[config.mk]
export PLATFORM = sky130hd
export DESIGN_NAME = can_rx_frame_engine_flat
export DESIGN_NICKNAME = d
export VERILOG_FILES = /design/src/rtl/can_rx_frame_engine_if.sv /design/src/rtl/can_rx_frame_engine.sv /design/src/flat_wrapper.sv
export SDC_FILE = /design/constraint.sdc
export NUM_CORES = 1
export LEC_CHECK = 0
export CAP_MARGIN = 40
export CORE_ASPECT_RATIO = 1.2
export CORE_MARGIN = 2
export CORE_UTILIZATION = 53
export CTS_CLUSTER_SIZE = 10
export DETAILED_ROUTE_END_ITERATION = 6
export GPL_TIMING_DRIVEN = 1
export HOLD_SLACK_MARGIN = 0.15
export PLACE_DENSITY = 0.89
export SETUP_SLACK_MARGIN = 0.05
export SLEW_MARGIN = 20
export SYNTH_ARGS = -nofsm -noshare
export SYNTH_HDL_FRONTEND = slang
export SYNTH_SLANG_ARGS = --single-unit
export TNS_END_PERCENT = 30
[constraint.sdc]
create_clock -name clk -period 7.5 [get_ports clk]
set_input_delay 1.875 -clock clk [delete_from_list [all_inputs] [get_ports clk]]
set_output_delay 1.875 -clock clk [all_outputs]
set_load 0.05 [all_outputs]
[src/rtl/can_rx_frame_engine_if.sv]
// can_rx_frame_engine_if
//   Delivery bundle between the CAN receive engine and the RX message buffer.
//   The engine (master) presents a held frame with rx_valid; the consumer
//   (slave) accepts it with rx_ready.
//
//   rx_valid       master->slave  held frame available
//   rx_ready       slave->master  consumer accepts held frame
//   rx_id_std      master->slave  11-bit base identifier
//   rx_id_ext      master->slave  18-bit extension identifier (0 for base frames)
//   rx_ide         master->slave  extended frame
//   rx_remote_req  master->slave  remote frame
//   rx_dlc         master->slave  raw DLC
//   rx_data        master->slave  byte k at [8k+7:8k], unreceived bytes 0
//   rx_filter_idx  master->slave  lowest matching filter, all-ones = accept-all
interface can_rx_frame_engine_if #(
  parameter int MAX_BYTES   = 8,
  parameter int NUM_FILTERS = 4
);
  localparam int FIDX_W = $clog2(NUM_FILTERS) + 1;

  logic                   rx_valid;
  logic                   rx_ready;
  logic [10:0]            rx_id_std;
  logic [17:0]            rx_id_ext;
  logic                   rx_ide;
  logic                   rx_remote_req;
  logic [3:0]             rx_dlc;
  logic [8*MAX_BYTES-1:0] rx_data;
  logic [FIDX_W-1:0]      rx_filter_idx;

  modport master (
    output rx_valid, rx_id_std, rx_id_ext, rx_ide, rx_remote_req, rx_dlc,
           rx_data, rx_filter_idx,
    input  rx_ready
  );

  modport slave (
    input  rx_valid, rx_id_std, rx_id_ext, rx_ide, rx_remote_req, rx_dlc,
           rx_data, rx_filter_idx,
    output rx_ready
  );
endinterface

[src/rtl/can_rx_frame_engine.sv]
// can_rx_frame_engine
//   Classic-CAN receive engine: de-stuffing, CRC-15 check, form/stuff error
//   detection, acceptance filtering and a valid/ready holding register with
//   overrun indication. Fed by the bit-timing unit one sampled bit at a time.
//
//   clk, rst_n       clock, asynchronous active-low reset
//   i_sample_point   one-cycle strobe qualifying i_rx_bit_curr
//   i_rx_bit_curr    sampled bus bit (0 = dominant)
//   i_flt_id         per-entry {ide, id[28:0]}, entry i at [30i+29:30i]
//   i_flt_mask       per-entry compare mask (1 = compare)
//   i_flt_en         per-entry enable; all zero = accept all
//   rx_if            held-frame delivery interface (master side)
//   o_rx_overrun     pulse: accepted frame dropped because the holder was full
//   o_err_stuff      pulse: stuff error
//   o_err_crc        pulse: CRC mismatch
//   o_err_form       pulse: form error
module can_rx_frame_engine #(
  parameter int MAX_BYTES   = 8,
  parameter int NUM_FILTERS = 4,
  parameter int IDLE_BITS   = 11
) (
  input  logic                     clk,
  input  logic                     rst_n,
  input  logic                     i_sample_point,
  input  logic                     i_rx_bit_curr,
  input  logic [NUM_FILTERS*30-1:0] i_flt_id,
  input  logic [NUM_FILTERS*30-1:0] i_flt_mask,
  input  logic [NUM_FILTERS-1:0]   i_flt_en,
  can_rx_frame_engine_if.master    rx_if,
  output logic                     o_rx_overrun,
  output logic                     o_err_stuff,
  output logic                     o_err_crc,
  output logic                     o_err_form
);
  localparam int FIDX_W = $clog2(NUM_FILTERS) + 1;
  localparam int IDLE_W = $clog2(IDLE_BITS + 1);

  typedef enum logic [4:0] {
    WAIT_IDLE, IDLE, ID_STD, RTR1, IDE, ID_EXT, RTR2, R1, R0, DLC, DATA,
    CRC, CRC_DEL, ACK, ACK_DEL, EOF, IFS, ERROR
  } state_t;

  state_t                 r_state;
  logic [IDLE_W-1:0]      r_idleCnt;
  logic [6:0]             r_bitCnt;
  logic [6:0]             r_dataBits;
  logic [2:0]             r_runCnt;
  logic                   r_lastBit;
  logic [14:0]            r_crc;
  logic [14:0]            r_crcRx;
  logic [10:0]            r_idStd;
  logic [17:0]            r_idExt;
  logic                   r_ide;
  logic                   r_rtr;
  logic [3:0]             r_dlc;
  logic [8*MAX_BYTES-1:0] r_data;

  logic                   r_valid;
  logic [10:0]            r_hIdStd;
  logic [17:0]            r_hIdExt;
  logic                   r_hIde;
  logic                   r_hRtr;
  logic [3:0]             r_hDlc;
  logic [8*MAX_BYTES-1:0] r_hData;
  logic [FIDX_W-1:0]      r_hIdx;

  logic                   w_stuffZone;
  logic                   w_isStuff;
  logic                   w_crcFb;
  logic [14:0]            w_crcNext;
  logic [3:0]             w_dlcNext;
  logic [6:0]             w_dataBits;
  logic [29:0]            w_key;
  logic                   w_hit;
  logic [FIDX_W-1:0]      w_hitIdx;

  assign rx_if.rx_valid      = r_valid;
  assign rx_if.rx_id_std     = r_hIdStd;
  assign rx_if.rx_id_ext     = r_hIdExt;
  assign rx_if.rx_ide        = r_hIde;
  assign rx_if.rx_remote_req = r_hRtr;
  assign rx_if.rx_dlc        = r_hDlc;
  assign rx_if.rx_data       = r_hData;
  assign rx_if.rx_filter_idx = r_hIdx;

  // A stuff bit may also follow the last CRC bit, so CRC_DEL is checked for a
  // pending stuff bit before it is treated as the delimiter.
  assign w_stuffZone = r_state inside {ID_STD, RTR1, IDE, ID_EXT, RTR2, R1, R0, DLC, DATA, CRC};
  assign w_isStuff   = (w_stuffZone || r_state == CRC_DEL) && (r_runCnt == 3'd5);

  assign w_crcFb    = i_rx_bit_curr ^ r_crc[14];
  assign w_crcNext  = {r_crc[13:0], 1'b0} ^ (w_crcFb ? 15'h4599 : 15'h0000);
  assign w_dlcNext  = {r_dlc[2:0], i_rx_bit_curr};
  assign w_dataBits = (w_dlcNext > 4'd8) ? 7'd64 : {w_dlcNext, 3'b000};

  // r_idExt is cleared at SOF, so it is already 0 for base frames.
  assign w_key = {r_ide, r_idStd, r_idExt};

  // Scan downwards so the lowest matching entry wins.
  always_comb begin
    w_hit    = 1'b0;
    w_hitIdx = '0;
    for (int i = NUM_FILTERS - 1; i >= 0; i--) begin
      if (i_flt_en[i] && (((w_key ^ i_flt_id[30*i +: 30]) & i_flt_mask[30*i +: 30]) == 30'd0)) begin
        w_hit    = 1'b1;
        w_hitIdx = FIDX_W'(i);
      end
    end
    if (i_flt_en == '0) begin
      w_hit    = 1'b1;
      w_hitIdx = '1;
    end
  end

  always_ff @(posedge clk or negedge rst_n) begin
    if (!rst_n) begin
      r_state      <= WAIT_IDLE;
      r_idleCnt    <= '0;
      r_bitCnt     <= '0;
      r_dataBits   <= '0;
      r_runCnt     <= '0;
      r_lastBit    <= 1'b0;
      r_crc        <= '0;
      r_crcRx      <= '0;
      r_idStd      <= '0;
      r_idExt      <= '0;
      r_ide        <= 1'b0;
      r_rtr        <= 1'b0;
      r_dlc        <= '0;
      r_data       <= '0;
      r_valid      <= 1'b0;
      r_hIdStd     <= '0;
      r_hIdExt     <= '0;
      r_hIde       <= 1'b0;
      r_hRtr       <= 1'b0;
      r_hDlc       <= '0;
      r_hData      <= '0;
      r_hIdx       <= '0;
      o_rx_overrun <= 1'b0;
      o_err_stuff  <= 1'b0;
      o_err_crc    <= 1'b0;
      o_err_form   <= 1'b0;
    end else begin
      o_rx_overrun <= 1'b0;
      o_err_stuff  <= 1'b0;
      o_err_crc    <= 1'b0;
      o_err_form   <= 1'b0;
      // Consumer handshake; a load later in this block overrides the clear.
      if (r_valid && rx_if.rx_ready) r_valid <= 1'b0;

      if (r_state == ERROR) begin
        r_state   <= WAIT_IDLE;
        r_idleCnt <= '0;
      end else if (i_sample_point) begin
        if (w_isStuff) begin
          if (i_rx_bit_curr == r_lastBit) begin
            o_err_stuff <= 1'b1;
            r_state     <= ERROR;
          end else begin
            r_runCnt  <= 3'd1;
            r_lastBit <= i_rx_bit_curr;
          end
        end else begin
          if (w_stuffZone) begin
            r_runCnt  <= (i_rx_bit_curr == r_lastBit) ? r_runCnt + 3'd1 : 3'd1;
            r_lastBit <= i_rx_bit_curr;
            // The CRC covers SOF through data; SOF is 0 and leaves a zero CRC unchanged.
            if (r_state != CRC) r_crc <= w_crcNext;
          end
          case (r_state)
            WAIT_IDLE: begin
              if (!i_rx_bit_curr) r_idleCnt <= '0;
              else if (r_idleCnt == IDLE_W'(IDLE_BITS - 1)) begin
                r_state   <= IDLE;
                r_idleCnt <= '0;
              end else r_idleCnt <= r_idleCnt + IDLE_W'(1);
            end
            IDLE: if (!i_rx_bit_curr) begin
              r_state   <= ID_STD;
              r_bitCnt  <= '0;
              r_runCnt  <= 3'd1;
              r_lastBit <= 1'b0;
              r_crc     <= '0;
              r_idExt   <= '0;
              r_ide     <= 1'b0;
              r_rtr     <= 1'b0;
              r_dlc     <= '0;
              r_data    <= '0;
            end
            ID_STD: begin
              r_idStd <= {r_idStd[9:0], i_rx_bit_curr};
              if (r_bitCnt == 7'd10) begin
                r_state  <= RTR1;
                r_bitCnt <= '0;
              end else r_bitCnt <= r_bitCnt + 7'd1;
            end
            RTR1: begin
              r_rtr   <= i_rx_bit_curr;
              r_state <= IDE;
            end
            IDE: begin
              r_ide   <= i_rx_bit_curr;
              r_state <= i_rx_bit_curr ? ID_EXT : R0;
            end
            ID_EXT: begin
              r_idExt <= {r_idExt[16:0], i_rx_bit_curr};
              if (r_bitCnt == 7'd17) begin
                r_state  <= RTR2;
                r_bitCnt <= '0;
              end else r_bitCnt <= r_bitCnt + 7'd1;
            end
            // In extended frames the bit after ID_STD was SRR; the real RTR is here.
            RTR2: begin
              r_rtr   <= i_rx_bit_curr;
              r_state <= R1;
            end
            R1: r_state <= R0;
            R0: begin
              r_state  <= DLC;
              r_bitCnt <= '0;
            end
            DLC: begin
              r_dlc <= w_dlcNext;
              if (r_bitCnt == 7'd3) begin
                r_bitCnt   <= '0;
                r_dataBits <= w_dataBits;
                r_state    <= (r_rtr || w_dlcNext == 4'd0) ? CRC : DATA;
              end else r_bitCnt <= r_bitCnt + 7'd1;
            end
            DATA: begin
              if (int'(r_bitCnt[5:3]) < MAX_BYTES)
                r_data[{r_bitCnt[5:3], 3'b000} +: 8] <= {r_data[{r_bitCnt[5:3], 3'b000} +: 7], i_rx_bit_curr};
              if (r_bitCnt == r_dataBits - 7'd1) begin
                r_state  <= CRC;
                r_bitCnt <= '0;
              end else r_bitCnt <= r_bitCnt + 7'd1;
            end
            CRC: begin
              r_crcRx <= {r_crcRx[13:0], i_rx_bit_curr};
              if (r_bitCnt == 7'd14) begin
                r_state  <= CRC_DEL;
                r_bitCnt <= '0;
              end else r_bitCnt <= r_bitCnt + 7'd1;
            end
            CRC_DEL: begin
              if (r_crcRx != r_crc) begin
                o_err_crc <= 1'b1;
                r_state   <= ERROR;
              end else if (!i_rx_bit_curr) begin
                o_err_form <= 1'b1;
                r_state    <= ERROR;
              end else r_state <= ACK;
            end
            ACK: r_state <= ACK_DEL;
            ACK_DEL: begin
              if (!i_rx_bit_curr) begin
                o_err_form <= 1'b1;
                r_state    <= ERROR;
              end else begin
                r_state  <= EOF;
                r_bitCnt <= '0;
              end
            end
            EOF: begin
              if (!i_rx_bit_curr) begin
                o_err_form <= 1'b1;
                r_state    <= ERROR;
              end else if (r_bitCnt == 7'd6) begin
                r_state  <= IFS;
                r_bitCnt <= '0;
                if (w_hit) begin
                  if (!r_valid || rx_if.rx_ready) begin
                    r_valid  <= 1'b1;
                    r_hIdStd <= r_idStd;
                    r_hIdExt <= r_idExt;
                    r_hIde   <= r_ide;
                    r_hRtr   <= r_rtr;
                    r_hDlc   <= r_dlc;
                    r_hData  <= r_data;
                    r_hIdx   <= w_hitIdx;
                  end else o_rx_overrun <= 1'b1;
                end
              end else r_bitCnt <= r_bitCnt + 7'd1;
            end
            IFS: begin
              if (r_bitCnt == 7'd2) begin
                r_state  <= IDLE;
                r_bitCnt <= '0;
              end else r_bitCnt <= r_bitCnt + 7'd1;
            end
            default: r_state <= WAIT_IDLE;
          endcase
        end
      end
    end
  end
endmodule
[src/flat_wrapper.sv]
// flat-port wrapper written by rule: the top's interface ports become plain ports
module can_rx_frame_engine_flat 
#(
  parameter int MAX_BYTES   = 8,
  parameter int NUM_FILTERS = 4,
  parameter int IDLE_BITS   = 11
)
  (clk, rst_n, i_sample_point, i_rx_bit_curr, i_flt_id, i_flt_mask, i_flt_en, o_rx_overrun, o_err_stuff, o_err_crc, o_err_form, rx_if_rx_valid, rx_if_rx_id_std, rx_if_rx_id_ext, rx_if_rx_ide, rx_if_rx_remote_req, rx_if_rx_dlc, rx_if_rx_data, rx_if_rx_filter_idx, rx_if_rx_ready);
  can_rx_frame_engine_if #(.MAX_BYTES(MAX_BYTES), .NUM_FILTERS(NUM_FILTERS)) rx_if_i ();
  input  logic clk;
  input  logic rst_n;
  input  logic i_sample_point;
  input  logic i_rx_bit_curr;
  input  logic [NUM_FILTERS*30-1:0] i_flt_id;
  input  logic [NUM_FILTERS*30-1:0] i_flt_mask;
  input  logic [NUM_FILTERS-1:0] i_flt_en;
  output logic o_rx_overrun;
  output logic o_err_stuff;
  output logic o_err_crc;
  output logic o_err_form;
  output wire logic [$bits(rx_if_i.rx_valid)-1:0] rx_if_rx_valid;
  output wire logic [$bits(rx_if_i.rx_id_std)-1:0] rx_if_rx_id_std;
  output wire logic [$bits(rx_if_i.rx_id_ext)-1:0] rx_if_rx_id_ext;
  output wire logic [$bits(rx_if_i.rx_ide)-1:0] rx_if_rx_ide;
  output wire logic [$bits(rx_if_i.rx_remote_req)-1:0] rx_if_rx_remote_req;
  output wire logic [$bits(rx_if_i.rx_dlc)-1:0] rx_if_rx_dlc;
  output wire logic [$bits(rx_if_i.rx_data)-1:0] rx_if_rx_data;
  output wire logic [$bits(rx_if_i.rx_filter_idx)-1:0] rx_if_rx_filter_idx;
  input wire logic [$bits(rx_if_i.rx_ready)-1:0] rx_if_rx_ready;
  assign rx_if_rx_valid = rx_if_i.rx_valid;
  assign rx_if_rx_id_std = rx_if_i.rx_id_std;
  assign rx_if_rx_id_ext = rx_if_i.rx_id_ext;
  assign rx_if_rx_ide = rx_if_i.rx_ide;
  assign rx_if_rx_remote_req = rx_if_i.rx_remote_req;
  assign rx_if_rx_dlc = rx_if_i.rx_dlc;
  assign rx_if_rx_data = rx_if_i.rx_data;
  assign rx_if_rx_filter_idx = rx_if_i.rx_filter_idx;
  assign rx_if_i.rx_ready = rx_if_rx_ready;
  can_rx_frame_engine #(.MAX_BYTES(MAX_BYTES), .NUM_FILTERS(NUM_FILTERS), .IDLE_BITS(IDLE_BITS)) u_core (.clk(clk), .rst_n(rst_n), .i_sample_point(i_sample_point), .i_rx_bit_curr(i_rx_bit_curr), .i_flt_id(i_flt_id), .i_flt_mask(i_flt_mask), .i_flt_en(i_flt_en), .rx_if(rx_if_i), .o_rx_overrun(o_rx_overrun), .o_err_stuff(o_err_stuff), .o_err_crc(o_err_crc), .o_err_form(o_err_form));
endmodule
==> flow_summary.toml, run 1 <==
[global_route]
grt_use_total_pct = 38.2
grt_pass1_wl_um = 75400
grt-ovfl-total = 0
first_global_vias = 11963
antenna_violations_before_repair = 12
grt_max_degree = 135

[worst_setup_path]
crit_path_max_incr_delay_ns = 0.52
worstRegToRegCells = 8
setup.worst_path.class = "in -> reg"
path_cells = "clkdlybuf4s50_1, xor2_1, a222oi_1, nand3_1, nor4_1, nor3_1, a21oi_4, buf_12, mux2_2"
crit_arrival_ns = 4.99
setup.worst_path.end_class = "register"
worst-endpoint-required_ns = 7.94
crit_slowest_cell = "nor4_1"
cp_max_fo = 100
setup.worst_path.start_class = "input pin"

[min_path]
tightest_hold_check_type = "reg -> reg"
hold_depth = 1

[timing]
finalHoldViolCount = 0
timing.max_slew.rel_slack_pct = 43.7
achievable-frequency_mhz = 220
report.final.setup_viol = 0
setup_total_neg_slack_ns = 0
timing.final.crit_period_ns = 4.55
rsz0062_at_grt = "false"
worst_pin_slew_ns = 0.844
final-max-slew-violation-count = 0
final_min_period_over_clock_period_pct = 60.6
timing.clock.skew_ns = 0.0225

[layout]
filler_cell_count = 1803
final_design_area_no_fill_um2 = 18200
post_route_cells_drive_above_1_share_pct = 12.3
commonest_cells_after_routing_fill_and_taps_aside = "clkdlybuf4s50_1 (354), dfrtp_1 (260), nand2_1 (167), xor2_1 (125), mux2_2 (120)"
final_net_count = 1854
layout.cells.most_common = "clkdlybuf4s50_1"
multi_input_area_um2 = 6650
flow.area_growth_from_synthesis_pct = 33.8
sequential_cell_area_um2 = 6510

[die]
chipWidth_um = 150
start_util_pct = 53.5
num_rows = 64
ios = 356
chipHeight_um = 179
design.die.area_um2 = 26900
core_area_um2 = 25400

[clock_network]
tritoncts.num_buffers = 29
cts_resized = 0
cts.clk_slew.worst_paths_ns = 0.05
cts.sink_count = 260
cts_hold_repair.buffers = 0
h-tree-depth = 1
cts_tree = "yes"
cts_buffer_depth = 3
worstSkewPairLatency_ns = 0.57
clock-root-buffer = "clkbuf_16"
post-cts-setup-buffer-count = 0

[route]
post_drt_wl_per_cell_um = 27.2
via_density_per_instance = 6.20
num_vias = 11987
wirelength_um = 52600
detail_route.iter0.violations = 1424
first_drt_pass_iteration_count = 7
drt.antenna.violating_nets = 0
drc = 3

[yosys]
synth_async_sr_flop_share_pct = 100
synthesis.area_per_instance_um2 = 10.8
yosysWarningCount = 0
number_of_distinct_library_cells_after_synthesis = 68
synthesis.area_um2 = 13600
yosys_most_used_dff = "dfrtp_1"
synth.yosys.seq_area_share_pct = 47.9
ys_seq_elements = 260
synth_fp_nets = 1525
synthesized_instance_count = 1262
count_of_flip_flops_with_a_built_in_enable_after_synthesis = 0

[status]
violations_in_the_final_reports = "design-rule violations"
run_status = "complete, but fails checks"

[placed_design]
placed_area_um2 = 17300
gpl.final_weighted_congestion = 0.959
io_buffers = 355
place.detailed.hpwl_um = 39900

[power_and_ir_drop]
peakVddDrop_v = 0.000249
leakage_uw = 0.00807
power-per-cell-area_nw_per_um2 = 228

[run]
max_cap_viol_count = 0
[worst paths after layout]
check / slack (ns) / start / endpoint
min in group asynchronous: 1.20 / rst_n / u_core.rx_if.rx_id_std[9]$_DFFE_PN0P_
max in group asynchronous: 5.02 / rst_n / u_core.r_dataBits[4]$_DFFE_PN0P_
max reg2reg: 3.94 / u_core.r_state[0]$_DFFE_PN0P_ / u_core.rx_if.rx_data[54]$_DFFE_PN0P_
max: 2.95 / i_flt_id[117] / u_core.rx_if.rx_data[54]$_DFFE_PN0P_
min: 0.49 / u_core.rx_if.rx_data[7]$_DFFE_PN0P_ / u_core.rx_if.rx_data[7]$_DFFE_PN0P_
min reg2reg: 0.49 / u_core.rx_if.rx_data[7]$_DFFE_PN0P_ / u_core.rx_if.rx_data[7]$_DFFE_PN0P_
[final cells by class]
cell class | instances | share of cell area, %
repair buffers | 374 | 20.8
multi-input cells | 909 | 36.6
clock buffers | 29 | 3.99
flip-flops and latches | 260 | 35.8
clock inverters | 1 | 0.110
diodes | 12 | 0.165
well taps | 330 | 2.27
inverters | 17 | 0.351
[stage by stage]
stage          std cells  setup slack [ns]  hold WS [ns]  power, uW  utilization, %
2_1_floorplan       1262              3.57         0.443       2440               -
3_3_place_gp        1880              2.36         0.462       2870            68.0
3_5_place_dp        1883              2.40         0.479       2910            68.2
4_1_cts             1913              2.97         0.494       4110            71.1
5_1_grt             1932              2.84         0.515       4310            71.6
6_report            1932              2.95         0.487       4140            71.6
[power by group]
group,switching (uW),internal (uW)
logic,673,516
clock network,532,679
registers,219,1520
[worst max-delay path, delay by kind of cell]
kind                   cells  cell delay, ns
XOR/XNOR                   1            0.15
AO/OA/AOI/OAI              2            0.68
multiplexers               1            0.43
AND/OR/NAND/NOR            3            0.89
buffers and inverters      2            0.85
[state kept, by name (all words and copies together), names as in the netlist, 5 cells and up]
register                count
u_core.rx_if.rx_id_std     11
u_core.r_state              5
u_core.r_bitCnt             7
u_core.rx_if.rx_id_ext     18
u_core.r_data              64
u_core.rx_if.rx_data       64
u_core.r_idStd             11
u_core.r_crcRx             15
u_core.r_idExt             18
u_core.r_crc               15
[kinds of logic (layout without fill, tap and decap cells)]
family / Yosys count / count (layout) / share of synthesized area [%]
simple gates: 323 / 323 / 11.1
xor+xnor: 158 / 158 / 10.2
mux: 150 / 150 / 13.5
fa+ha+maj: 14 / 14 / 1.29
flops: 260 / 260 / 47.9
other cells: 0 / 12 / 0
compound gates: 264 / 264 / 12.7
buf+inv: 93 / 421 / 3.32
[layer usage]
metal	GRT usage [%]	vias to the layer above	wire (um)	part of all wire, %
met5	0	-	0	0
met4	18.3	0	2580	4.9
met3	9.62	134	5580	11
met2	62.7	745	25400	48
met1	47.7	5935	19100	36
li1	-	5173	-	-
[Yosys cell counts, types with 7 or more instances]
master | count | area share (%)
nor4_1 | 13 | 0.60
inv_1 | 16 | 0.44
nand2_1 | 167 | 4.6
nor2_1 | 39 | 1.1
clkbuf_1 | 49 | 1.4
xnor2_1 | 33 | 2.1
nor3_1 | 14 | 0.52
o31ai_1 | 7 | 0.39
nand4_1 | 24 | 1.1
buf_6 | 11 | 0.91
buf_2 | 13 | 0.48
mux2_1 | 9 | 0.75
mux2_2 | 120 | 9.9
mux4_2 | 14 | 2.3
a22oi_1 | 71 | 3.9
and3_1 | 10 | 0.46
a21oi_1 | 27 | 0.99
nand3_1 | 19 | 0.70
ha_1 | 14 | 1.3
mux2i_1 | 7 | 0.52
o21ai_0 | 99 | 3.6
dfrtp_1 | 260 | 48
a211oi_1 | 7 | 0.39
xor2_1 | 125 | 8.1
nand2b_1 | 7 | 0.32
Power figures use the tool's default switching activity.
==> inputs of run 2 (changes only) <==
--- a/config.mk
+++ b/config.mk
@@ -8,12 +8,12 @@
 export CAP_MARGIN = 40
 export CORE_ASPECT_RATIO = 1.2
 export CORE_MARGIN = 2
-export CORE_UTILIZATION = 53
+export CORE_UTILIZATION = 45
 export CTS_CLUSTER_SIZE = 10
 export DETAILED_ROUTE_END_ITERATION = 6
 export GPL_TIMING_DRIVEN = 1
 export HOLD_SLACK_MARGIN = 0.15
-export PLACE_DENSITY = 0.89
+export PLACE_DENSITY = 0.81
 export SETUP_SLACK_MARGIN = 0.05
 export SLEW_MARGIN = 20
 export SYNTH_ARGS = -nofsm -noshare
==> constraint.sdc (replaced) <==
create_clock -name clk -period 3.86 [get_ports clk]
set_input_delay 0.965 -clock clk [delete_from_list [all_inputs] [get_ports clk]]
set_output_delay 0.965 -clock clk [all_outputs]
set_load 0.05 [all_outputs]
==> run 2 against run 1 <==
Against the previous run:
- the flow now finishes without violations
- cell count is 4.4% higher
- die area grew 17%
- global-route usage fell by 5.4 points
- first-iteration DRC count down 25%
- register-to-register slack got worse by 3.2 ns
- critical endpoint is now u_core.rx_if.rx_data[36]$_DFFE_PN0P_
- power up 93%
- worst setup slack got worse by 2.5 ns
- flip-flop and latch count stayed put
- final area grew 1.4%
- clock skew is 0.0089 ns lower
==> flow_summary.toml, run 2 (same netlist as run 1, synthesis figures left out) <==
[status]
run_status = "complete, no violations"

[global_route]
grt_most_used_layer = "met2"
grtUsageMet3_pct = 7.87
met1_usage_pct = 39.9
first_global_vias = 12090
antenna_violations_before_repair = 13
grt_use_total_pct = 32.8
grt.met2_usage_pct = 55.9
grt-ovfl-total = 0
grt_pass1_wl_um = 77000
grt_max_degree = 96

[clock_network]
cts.clk_slew.worst_paths_ns = 0.06
cts_hold_repair.buffers = 0
clock-root-buffer = "clkbuf_16"
cts.sink_count = 260
h-tree-depth = 1
post-cts-setup-buffer-count = 0
cts_tree = "yes"
tritoncts.num_buffers = 29
worstSkewPairLatency_ns = 0.56
cts_buffer_depth = 3
cts_resized = 0

[placed_design]
io_buffers = 355
place.detailed.hpwl_um = 40700
place_worst_setup_slack_ns = -0.0746
gpl.final_weighted_congestion = 0.952
placed_area_um2 = 17700

[timing]
timing.final.crit_period_ns = 3.37
setup_ws_ns = 0.487
report.final.setup_viol = 0
worst_pin_slew_ns = 0.873
timing.max_slew.rel_slack_pct = 40.1
finalHoldViolCount = 0
rsz0062_at_grt = "false"
final-max-slew-violation-count = 0
achievable-frequency_mhz = 296
final_min_period_over_clock_period_pct = 87.4
timing.clock.skew_ns = 0.0136

[worst_setup_path]
crit_arrival_ns = 3.80
setup.worst_path.end_class = "register"
worst-endpoint-required_ns = 4.29
cp_max_fo = 25
setup.worst_path.class = "in -> reg"
setup.worst_path.start_class = "input pin"

[route]
post_drt_wl_per_cell_um = 26.0
detail_route.iter0.violations = 1065
num_vias = 11825
drc = 0
first_drt_pass_iteration_count = 6
drt.antenna.violating_nets = 0
wirelength_um = 52400
via_density_per_instance = 5.86

[layout]
commonest_cells_after_routing_fill_and_taps_aside = "clkdlybuf4s50_1 (354), dfrtp_1 (260), nand2_1 (167), xor2_1 (125), mux2_2 (120)"
multi_input_area_um2 = 6640
post_route_cells_drive_above_1_share_pct = 13.6
final_net_count = 1879
filler_cell_count = 2404
sequential_cell_area_um2 = 6510
layout.cells.most_common = "clkdlybuf4s50_1"
final_design_area_no_fill_um2 = 18400
post-route-util_pct = 62.1
flow.area_growth_from_synthesis_pct = 35.7

[die]
design.die.area_um2 = 31600
chipWidth_um = 163
ios = 356
chipHeight_um = 194
num_rows = 69
core_area_um2 = 29700
start_util_pct = 45.7

[power_and_ir_drop]
leakage_uw = 0.00819
totalPowerFinal_uw = 8000
power-per-cell-area_nw_per_um2 = 434
peakVddDrop_v = 0.000406

[run]
max_cap_viol_count = 0

[min_path]
tightest_hold_check_type = "in -> async"
-- run 2: changes by cell type in the layout (fill, tap and decap cells not counted), sizes merged --
cell	delta
clkbuf	-2
buf	+27
-- run 2: worst paths after layout --
| check | from | endpoint | slack (ns) | cells past startpoint |
|---|---|---|---|---|
| min in group clk | u_core.r_data[23]$_DFFE_PN0P_ | u_core.r_data[23]$_DFFE_PN0P_ | 0.49 | 2 |
| setup reg to reg | u_core.r_idExt[15]$_DFFE_PN0P_ | u_core.rx_if.rx_data[36]$_DFFE_PN0P_ | 0.72 | 10 |
| hold / removal | rst_n | u_core.rx_if.rx_id_std[3]$_DFFE_PN0P_ | 0.36 | 1 |
| setup / recovery | i_flt_id[117] | u_core.rx_if.rx_data[36]$_DFFE_PN0P_ | 0.49 | 12 |
| hold reg to reg | u_core.r_data[23]$_DFFE_PN0P_ | u_core.r_data[23]$_DFFE_PN0P_ | 0.49 | 2 |
| max in group asynchronous | rst_n | u_core.rx_if.rx_id_ext[16]$_DFFE_PN0P_ | 2.47 | 2 |
-- run 2: critical path, cell delays in order --
cell and delay (ns):
clkdlybuf4s50_1 0.45, xor2_1 0.18, a222oi_1 0.35, buf_4 0.17, nand3_1 0.07, nor4_1 0.39
buf_4 0.19, nor3_1 0.08, a21oi_4 0.19, buf_12 0.20, buf_12 0.19, mux2_2 0.36
-- run 2: report_power, final --
group	total, uW	switching, uW	internal (uW)
Clock	2330	1010	1320
Sequential	3380	426	2950
Combinational	2300	1260	1040
Total	8000	2690	5310
-- run 2: metal layers --
layer	vias to the layer above	routed length [um]
li1	5207	-
met1	5847	19300
met2	647	25400
met3	120	5220
met4	4	2470
met5	-	27
-- run 2: per-stage QoR --
step / TNS [ns] / cells / hold slack, ns
floorplan: 0 / 1262 / 0.443
global placement: -9.40 / 1974 / 0.475
detailed placement: -3.66 / 1974 / 0.474
CTS: 0 / 2004 / 0.411
global route: 0 / 2014 / 0.424
finish: 0 / 2017 / 0.364
-- run 2: cell type report --
type,instances,area share [%]
sequential,260,35.3
clock inverter,1,0.109
clock buffer,29,3.94
tap,390,2.65
multi-input combinational,909,36.0
antenna,12,0.163
inverter,17,0.346
timing repair buffer,399,21.5
==> inputs of run 3 (changes only) <==
--- a/config.mk
+++ b/config.mk
@@ -7,7 +7,6 @@
 export LEC_CHECK = 0
 export CAP_MARGIN = 40
 export CORE_ASPECT_RATIO = 1.2
-export CORE_MARGIN = 2
 export CORE_UTILIZATION = 45
 export CTS_CLUSTER_SIZE = 10
 export DETAILED_ROUTE_END_ITERATION = 6
==> run 3 against run 2 <==
Against the previous run:
- power is 0.28% higher
- combinational power about the same
- largest cell class unchanged
- worst hold slack got worse by 0.0024 ns
- largest power group unchanged
- critical endpoint is now u_core.rx_if.rx_data[37]$_DFFE_PN0P_
- die area shrank 2.2%
- global-route usage up 0.85 points
- non-clock buffer count shrank 9
- core utilization down 0.21 points
- clock skew increased by 0.0057 ns
- worst setup slack improved by 0.063 ns
==> flow_summary.toml, run 3 (same netlist as run 1, synthesis figures left out) <==
[die]
start_util_pct = 45.7
chipWidth_um = 161
design.die.area_um2 = 30900
ios = 356
chipHeight_um = 192
core_area_um2 = 29700
num_rows = 69

[clock_network]
cts_tree = "yes"
h-tree-depth = 1
cts_buffer_depth = 3
cts.sink_count = 260
cts_resized = 0
worstSkewPairLatency_ns = 0.56
cts.clk_slew.worst_paths_ns = 0.05
post-cts-setup-buffer-count = 0
tritoncts.num_buffers = 29
clock-root-buffer = "clkbuf_16"
cts_hold_repair.buffers = 0

[layout]
final_net_count = 1870
layout.cells.most_common = "clkdlybuf4s50_1"
filler_cell_count = 2381
flow.area_growth_from_synthesis_pct = 35.2
commonest_cells_after_routing_fill_and_taps_aside = "clkdlybuf4s50_1 (354), dfrtp_1 (260), nand2_1 (167), xor2_1 (125), mux2_2 (120)"
post-route-util_pct = 61.9
final_design_area_no_fill_um2 = 18400
post_route_cells_drive_above_1_share_pct = 13.1

[power_and_ir_drop]
peakVddDrop_v = 0.000393
leakage_uw = 0.00814
power-per-cell-area_nw_per_um2 = 437
totalPowerFinal_uw = 8030

[placed_design]
placed_area_um2 = 17600
gpl.final_weighted_congestion = 0.972
place.detailed.hpwl_um = 40800
place_worst_setup_slack_ns = -0.00519
io_buffers = 355

[status]
run_status = "complete, no violations"

[worst_setup_path]
critical_path_buf_inv_count = 3
setup.worst_path.start_class = "input pin"
crit_slowest_cell = "nor4_1"
setup.worst_path.end_class = "register"
path_cells = "clkdlybuf4s50_1, xor2_1, a22oi_1, nand4_1, nor4_1, nor2_1, a21oi_4, buf_12, buf_12, mux2_2"
cell_family_contributing_the_most_delay_on_the_critical_path = "simple AND/OR/NAND/NOR gates"
worst-endpoint-required_ns = 4.29
cp_max_fo = 23
crit_path_max_incr_delay_ns = 0.52
crit_arrival_ns = 3.74
critical-path-top-cell-by-count = "buf_12"
setup.worst_path.class = "in -> reg"

[route]
wirelength_um = 52400
via_density_per_instance = 5.92
num_vias = 11865
detail_route.iter0.violations = 1105
first_drt_pass_iteration_count = 5
drc = 0
drt.antenna.violating_nets = 0
post_drt_wl_per_cell_um = 26.2

[run]
max_cap_viol_count = 0

[global_route]
antenna_violations_before_repair = 10
grt_pass1_wl_um = 76500
grt_use_total_pct = 33.7
first_global_vias = 11938
grt_max_degree = 79
grt-ovfl-total = 0

[timing]
timing.final.crit_period_ns = 3.31
setup_ws_ns = 0.550
final_min_period_over_clock_period_pct = 85.7
worst_pin_slew_ns = 0.840
rsz0062_at_grt = "false"
report.final.setup_viol = 0
achievable-frequency_mhz = 302
timing.max_slew.rel_slack_pct = 42.4
final-max-slew-violation-count = 0
finalHoldViolCount = 0
timing.clock.skew_ns = 0.0193

[min_path]
tightest_hold_check_type = "in -> async"
run 3: cell types whose count changed in the layout (fill, tap and decap cells not counted), sizes merged:
cell,before,now
clkbuf,30,29
diode,12,8
buf,44,36
run 3: per-stage QoR:
stage               std cells  TNS (ns)  hold slack [ns]
CTS                      1996         0            0.373
finish                   2004         0            0.362
detailed placement       1966  -0.00519            0.487
floorplan                1262         0            0.443
global route             1999         0            0.395
global placement         1966         0            0.472
run 3: layer usage:
metal,track usage (%),wire [um],vias up
met5,0,57,-
met4,13.8,2440,8
met3,8.04,4910,109
met2,58.2,25600,632
met1,40.3,19400,5924
li1,-,-,5192
run 3: final timing paths:
check,start,end,slack (ns),depth (start not counted)
worst max-delay path,i_flt_id[32],u_core.rx_if.rx_data[37]$_DFFE_PN0P_,0.55,10
worst min-delay path,rst_n,u_core.rx_if.rx_id_std[10]$_DFFE_PN0P_,0.36,1
worst max register to register,u_core.r_state[2]$_DFFE_PN0P_,u_core.rx_if.rx_data[37]$_DFFE_PN0P_,0.59,8
worst min register to register,u_core.r_data[39]$_DFFE_PN0P_,u_core.r_data[39]$_DFFE_PN0P_,0.49,2
max in group asynchronous,rst_n,u_core.rx_if.rx_data[60]$_DFFE_PN0P_,2.54,2
min in group clk,u_core.r_data[39]$_DFFE_PN0P_,u_core.r_data[39]$_DFFE_PN0P_,0.49,2
run 3: power breakdown:
group	switching, uW	total, uW	internal, uW
Sequential	419	3370	2950
Clock	1030	2350	1320
Combinational	1270	2310	1040
Total	2710	8030	5310
run 3: final cells by class:
class                           count  area, um2  area share [%]
Inverter                           17       63.8           0.347
Timing Repair Buffer              390       3910            21.3
Clock inverter                      1       20.0           0.109
Antenna cell                        8       20.0           0.109
Clock buffer                       29        726            3.95
Multi-Input combinational cell    909       6640            36.1
Tap cell                          390        488            2.66
Sequential cell                   260       6510            35.4
